<file path="config.mk">
export PLATFORM = sky130hd
export DESIGN_NAME = hc_sr04_ranger
export DESIGN_NICKNAME = d
export VERILOG_FILES = /design/src/rtl/hc_sr04_defs.sv /design/src/rtl/hc_sr04_ranger_us_tick.sv /design/src/rtl/hc_sr04_ranger.sv
export SDC_FILE = /design/constraint.sdc
export NUM_CORES = 1
export LEC_CHECK = 0
export ABC_AREA = 0
export BUFFER_PORTS_ARGS = -buffer_cell sky130_fd_sc_hd__buf_2
export CORE_MARGIN = 2
export CORE_UTILIZATION = 45
export CTS_BUF_LIST = sky130_fd_sc_hd__clkbuf_2 sky130_fd_sc_hd__clkbuf_4 sky130_fd_sc_hd__clkbuf_8
export CTS_CLUSTER_DIAMETER = 150
export CTS_CLUSTER_SIZE = 8
export DETAILED_ROUTE_END_ITERATION = 10
export GPL_TIMING_DRIVEN = 0
export SLEW_MARGIN = 20
export SYNTH_ARGS = -nofsm -noshare
export SYNTH_HDL_FRONTEND = slang
export SYNTH_SLANG_ARGS = --single-unit
</file>
<file path="constraint.sdc">
create_clock -name clk -period 5.9 [get_ports clk]
set_input_delay 1.475 -clock clk [delete_from_list [all_inputs] [get_ports clk]]
set_output_delay 1.475 -clock clk [all_outputs]
set_load 0.01 [all_outputs]
</file>
<file path="src/rtl/hc_sr04_defs.sv">
`default_nettype none
// ============================================================================
// Module      : hc_sr04_defs (package)
// Description : Shared state encoding, the microseconds-per-centimetre
//               constant and helpers deriving cycle counts from clock rate.
// Revision    : 1.0 - initial release
// ============================================================================
package hc_sr04_defs;

  typedef enum logic [2:0] {
    ST_IDLE      = 3'd0,
    ST_TRIG      = 3'd1,
    ST_WAIT_ECHO = 3'd2,
    ST_MEASURE   = 3'd3,
    ST_HOLDOFF   = 3'd4
  } state_t;

  // Round-trip echo time per centimetre of range.
  localparam int US_PER_CM = 58;

  function automatic int cycles_per_us(input int clk_hz);
    return clk_hz / 1000000;
  endfunction

  function automatic int trig_cycles(input int clk_hz, input int trig_us);
    return (trig_us * clk_hz) / 1000000;
  endfunction

  function automatic int period_cycles(input int clk_hz, input int period_ms);
    return (period_ms * clk_hz) / 1000;
  endfunction

endpackage
`default_nettype wire

</file>
<file path="src/rtl/hc_sr04_ranger_us_tick.sv">
`default_nettype none
// ============================================================================
// Module      : us_tick
// Description : Free-running prescaler producing a one-cycle tick once per
//               microsecond.
// Revision    : 1.0 - initial release
// ============================================================================
module us_tick #(
  parameter int CYCLES_PER_US = 12
) (
  input  logic clk,
  input  logic rst,
  output logic tick
);

  localparam int CW = (CYCLES_PER_US > 1) ? $clog2(CYCLES_PER_US) : 1;
  localparam logic [CW-1:0] C_LAST = CW'(CYCLES_PER_US - 1);

  logic [CW-1:0] cnt_q, cnt_d;

  // Wrap the divider on the last cycle of each microsecond.
  always_comb begin
    tick  = (cnt_q == C_LAST);
    cnt_d = tick ? '0 : cnt_q + 1'b1;
  end

  // Divider register.
  always_ff @(posedge clk) begin
    if (rst) cnt_q <= '0;
    else     cnt_q <= cnt_d;
  end

endmodule
`default_nettype wire

</file>
<file path="src/rtl/hc_sr04_ranger.sv">
`default_nettype none
// ============================================================================
// Module      : hc_sr04_ranger
// Description : HC-SR04 ultrasonic ranger controller. Issues periodic trigger
//               pulses, times the echo in microseconds and reports the range
//               in whole centimetres, with timeout and saturation handling.
// Revision    : 1.0 - initial release
// ============================================================================
module hc_sr04_ranger #(
  parameter int CLK_HZ       = 12000000,
  parameter int TRIG_US      = 10,
  parameter int PERIOD_MS    = 60,
  parameter int ECHO_WAIT_US = 30000,
  parameter int MAX_CM       = 400
) (
  input  logic        clk,
  input  logic        rst,
  input  logic        en,
  input  logic        echo,
  output logic        trig,
  output logic [15:0] distance,
  output logic        valid,
  output logic        timeout,
  output logic        busy
);

  import hc_sr04_defs::*;

  localparam int C_CYC_PER_US = cycles_per_us(CLK_HZ);
  localparam int C_TRIG_CYC   = trig_cycles(CLK_HZ, TRIG_US);
  localparam int C_PERIOD_CYC = period_cycles(CLK_HZ, PERIOD_MS);
  localparam int PW           = $clog2(C_PERIOD_CYC + 1);
  localparam int WW           = $clog2(ECHO_WAIT_US + 1);
  localparam int SW           = $clog2(US_PER_CM);

  localparam logic [PW-1:0] C_TRIG_LAST   = PW'(C_TRIG_CYC - 1);
  localparam logic [PW-1:0] C_PERIOD_LAST = PW'(C_PERIOD_CYC - 1);
  localparam logic [PW-1:0] C_PERIOD_SAT  = PW'(C_PERIOD_CYC);
  localparam logic [WW-1:0] C_WAIT_LAST   = WW'(ECHO_WAIT_US - 1);
  localparam logic [SW-1:0] C_SUB_LAST    = SW'(US_PER_CM - 1);
  localparam logic [15:0]   C_MAX_CM      = 16'(MAX_CM);

  state_t        state_q, state_d;
  logic [PW-1:0] period_q, period_d;
  logic [WW-1:0] wait_q, wait_d;
  logic [SW-1:0] sub_q, sub_d, sub_inc;
  logic [15:0]   cm_q, cm_d, cm_inc;
  logic [15:0]   distance_q, distance_d;
  logic          valid_q, valid_d;
  logic          timeout_q, timeout_d;
  logic          echo_s1_q, echo_s2_q, echo_prev_q;
  logic          echo_rise, echo_fall;
  logic          tick;

  us_tick #(.CYCLES_PER_US(C_CYC_PER_US)) u_us_tick (
    .clk  (clk),
    .rst  (rst),
    .tick (tick)
  );

  // Two-flop synchronizer for the asynchronous echo plus a delayed copy for edges.
  always_ff @(posedge clk) begin
    if (rst) begin
      echo_s1_q   <= 1'b0;
      echo_s2_q   <= 1'b0;
      echo_prev_q <= 1'b0;
    end else begin
      echo_s1_q   <= echo;
      echo_s2_q   <= echo_s1_q;
      echo_prev_q <= echo_s2_q;
    end
  end

  assign echo_rise = echo_s2_q & ~echo_prev_q;
  assign echo_fall = ~echo_s2_q & echo_prev_q;

  // Centimetre accumulation: one cm per 58 microsecond ticks, truncating.
  always_comb begin
    sub_inc = sub_q;
    cm_inc  = cm_q;
    if (tick) begin
      if (sub_q == C_SUB_LAST) begin
        sub_inc = '0;
        cm_inc  = cm_q + 16'd1;
      end else begin
        sub_inc = sub_q + 1'b1;
      end
    end
  end

  // Next-state and datapath decisions for the ranging sequence.
  always_comb begin
    state_d    = state_q;
    period_d   = (period_q == C_PERIOD_SAT) ? period_q : period_q + 1'b1;
    wait_d     = wait_q;
    sub_d      = sub_q;
    cm_d       = cm_q;
    distance_d = distance_q;
    valid_d    = 1'b0;
    timeout_d  = 1'b0;
    case (state_q)
      ST_IDLE: begin
        period_d = '0;
        if (en) state_d = ST_TRIG;
      end
      ST_TRIG: begin
        // The period counter starts at zero on the trigger rise, so it also
        // times the trigger width.
        if (period_q == C_TRIG_LAST) begin
          state_d = ST_WAIT_ECHO;
          wait_d  = '0;
        end
      end
      ST_WAIT_ECHO: begin
        if (echo_rise) begin
          state_d = ST_MEASURE;
          sub_d   = '0;
          cm_d    = '0;
        end else if (tick) begin
          if (wait_q == C_WAIT_LAST) begin
            timeout_d = 1'b1;
            state_d   = ST_HOLDOFF;
          end else begin
            wait_d = wait_q + 1'b1;
          end
        end
      end
      ST_MEASURE: begin
        sub_d = sub_inc;
        cm_d  = cm_inc;
        // The tick landing in the fall cycle is counted so a window of N us
        // always sees exactly N ticks regardless of prescaler phase.
        if (cm_inc >= C_MAX_CM) begin
          distance_d = C_MAX_CM;
          valid_d    = 1'b1;
          state_d    = ST_HOLDOFF;
        end else if (echo_fall) begin
          distance_d = cm_inc;
          valid_d    = 1'b1;
          state_d    = ST_HOLDOFF;
        end
      end
      ST_HOLDOFF: begin
        // A stuck-high echo holds the block here until the line drops.
        if ((period_q >= C_PERIOD_LAST) && !echo_s2_q) begin
          if (en) begin
            state_d  = ST_TRIG;
            period_d = '0;
          end else begin
            state_d = ST_IDLE;
          end
        end
      end
      default: state_d = ST_IDLE;
    endcase
  end

  // State, counters and registered result outputs.
  always_ff @(posedge clk) begin
    if (rst) begin
      state_q    <= ST_IDLE;
      period_q   <= '0;
      wait_q     <= '0;
      sub_q      <= '0;
      cm_q       <= '0;
      distance_q <= '0;
      valid_q    <= 1'b0;
      timeout_q  <= 1'b0;
    end else begin
      state_q    <= state_d;
      period_q   <= period_d;
      wait_q     <= wait_d;
      sub_q      <= sub_d;
      cm_q       <= cm_d;
      distance_q <= distance_d;
      valid_q    <= valid_d;
      timeout_q  <= timeout_d;
    end
  end

  // Pulse and status outputs are held low while reset is asserted.
  assign trig     = (state_q == ST_TRIG) && !rst;
  assign busy     = (state_q != ST_IDLE) && !rst;
  assign valid    = valid_q && !rst;
  assign timeout  = timeout_q && !rst;
  assign distance = distance_q;

endmodule
`default_nettype wire

</file>
==> reports/results.ini <==
[placed_design]
dpl.cell_count=645
port_buffers=23
gp_congestion=0.862
place_ws_ps=1660
dpl.hpwl_um=6750

[layout]
fin_util_pct=50.7
drive_gt1_share_pct=9.65
final_common_cell=dfxtp_1
n_fill_cell=908
nets=556
finalNonFillerCells=660
final_cell_mix=dfxtp_1 (85), nor2_1 (77), a21oi_1 (41)
syn2layout_area_growth_pct=10.3
seq_area_um2=1700
multi_input_area_um2=2330
insertedDiodeCount=0

[logic_synthesis]
synth_edf_count=0
syn-num-nets=522
yosys_register_bits=85
yosysUniqueCellTypes=56
synthCells=511
synthArstFlopShare_pct=0
synth-main-ff-cell=dfxtp_1
synth_warnings=0
yosysSeqAreaShare_pct=40.5
synth_area_um2=4200
postSynthAreaPerCell_um2=8.22

[global_routing]
grt_pass1_vias=3416
grt_overflow=0
antenna_found_initial=0
groute.usage.overall_pct=19.2
grt_max_degree=14
grt_pass1_wl_um=15900

[routing]
drtPass1Iterations=4
ant_nets=0
wl_um=9280
drt_iter0_drc=194
vias=3673
vias_per_cell=5.57
drcViolationCount=0
wl_per_cell_um=14.1

[clock_tree]
cts_sinks=85
clkTransAtPathRegs_ps=80
cts-htree-levels=3
cts_tree=built
cts-root-buf=clkbuf_8
cts_resized=0
clock_path_buffers=2
postCtsHoldBufs=0
cts_setup_buffers=0
clk_latency_ps=350
cts_buffers=9

[run]
cap_violations=0

[timing]
final.min_clock_period_ps=4260
setup_viol=0
final.setup.tns_ps=0
rsz0062_at_grt=no
worst_slew_pin_slew_ps=615
drv_slew=0
worst_slack_ps=1640
clock.fmax_mhz=235
hold_viol_final=0
post-route-period-util_pct=72.1
timing.slew.headroom_pct=58.7
fin_skew_ps=13.3
fin_hold_ws_ps=446

[die]
start_util_pct=45.9
pin_count=24
die_h_um=101
row_count=35
core_um2=9150
design.die.area_um2=10100
dieWidth_um=101

[setup_path]
worstPathRequired_ps=4430
cp.arrival_ps=2780
worstPathMaxFanout=10
critical_path.top_delay_family=buffers and inverters
critPathMaxStageDelay_ps=440
cp-end-kind=output pin
crit_type=in2out
cp_cell_sequence=buf_2, clkbuf_1, clkbuf_1, nor4b_1, buf_2
slowest_stage=nor4b_1
start_kind=input pin
critPathBufInv=4

[hold_path]
hold_class=reg2reg

[outcome]
run_status=finished clean

[pwr]
peakVddDrop_mv=0.0966
power_density_nw_per_um2=221
leakage_uw=0.00159

worst reg2reg max path, stage by stage, from the launching register on:
cell,delay [ps]
dfxtp_1,410
ha_1,230
nand4b_1,330
or3_1,440
buf_2,180
nor3_2,200
xnor2_1,180
and4_1,370
a21oi_4,130
buf_6,160
nor3b_1,190
through the flow:
step	total power [uW]	area [um2]
after floorplan	638	4200
after global placement	655	4460
after detailed placement	656	4460
after CTS	1040	4640
after global routing	1060	4640
final	1020	4640
final cells by class:
class                   count  area share [%]
plain buffers              24            2.48
multi-input cells         388            50.3
inverters                  14            1.13
clock buffers              12            3.43
repair buffers             23            2.48
clock inverters             3           0.459
flip-flops and latches     85            36.7
well taps                 111            3.00
Yosys cell counts (7+ instances only):
cell type	number	area share (%)
nand3_1	23	2.7
clkbuf_1	18	1.6
a21oi_1	41	4.9
and3_1	12	1.8
or3_1	11	1.6
inv_1	14	1.3
nor2_1	77	6.9
nor4_1	8	1.2
ha_1	7	2.1
o21ai_0	19	2.3
nor3_1	16	1.9
xor2_1	17	3.5
xnor2_1	21	4.4
nand2_1	37	3.3
nor3b_1	10	1.8
nand4_1	14	2.1
dfxtp_1	85	40
sequential cells by signal (all words and copies together), names as in the netlist:
name,flops
echo_s2_q,1
valid_q,1
echo_s1_q,1
state_q,3
sub_q,6
period_q,20
wait_q,15
u_us_tick.cnt_q,4
cm_q,16
timeout_q,1
echo_prev_q,1
distance,16
final timing paths:
| check | start | to | slack [ps] | depth (start not counted) |
|---|---|---|---|---|
| max reg2reg | sub_q[0] | distance[10] | 2990 | 10 |
| min reg2reg | echo_s1_q | echo_s2_q | 450 | 1 |
| max | rst | trig | 1640 | 5 |
| min | echo_s1_q | echo_s2_q | 450 | 1 |
logic make-up after synthesis:
logic type               Yosys count  synth area share [%]
adder cells (fa/ha/maj)            7                  2.08
AO/OA/AOI/OAI                     92                  13.3
XOR/XNOR                          38                  7.92
multiplexers                       4                 0.953
AND/OR/NAND/NOR                  247                  31.2
flip-flops                        85                  40.5
buffers and inverters             38                  3.99
metal layers:
layer	wire length (um)	up-vias	share of wire [%]	global-route usage [%]
li1	-	1867	-	-
met1	4750	1721	51	27.0
met2	4080	66	44	29.8
met3	278	19	3.0	3.12
met4	171	0	1.8	6.85
met5	0	-	0	0
report_power, final:
part | internal [uW] | switching, uW
logic | 19.9 | 38.3
registers | 579 | 4.88
clock network | 179 | 202
(Power assumes the default switching activity.)
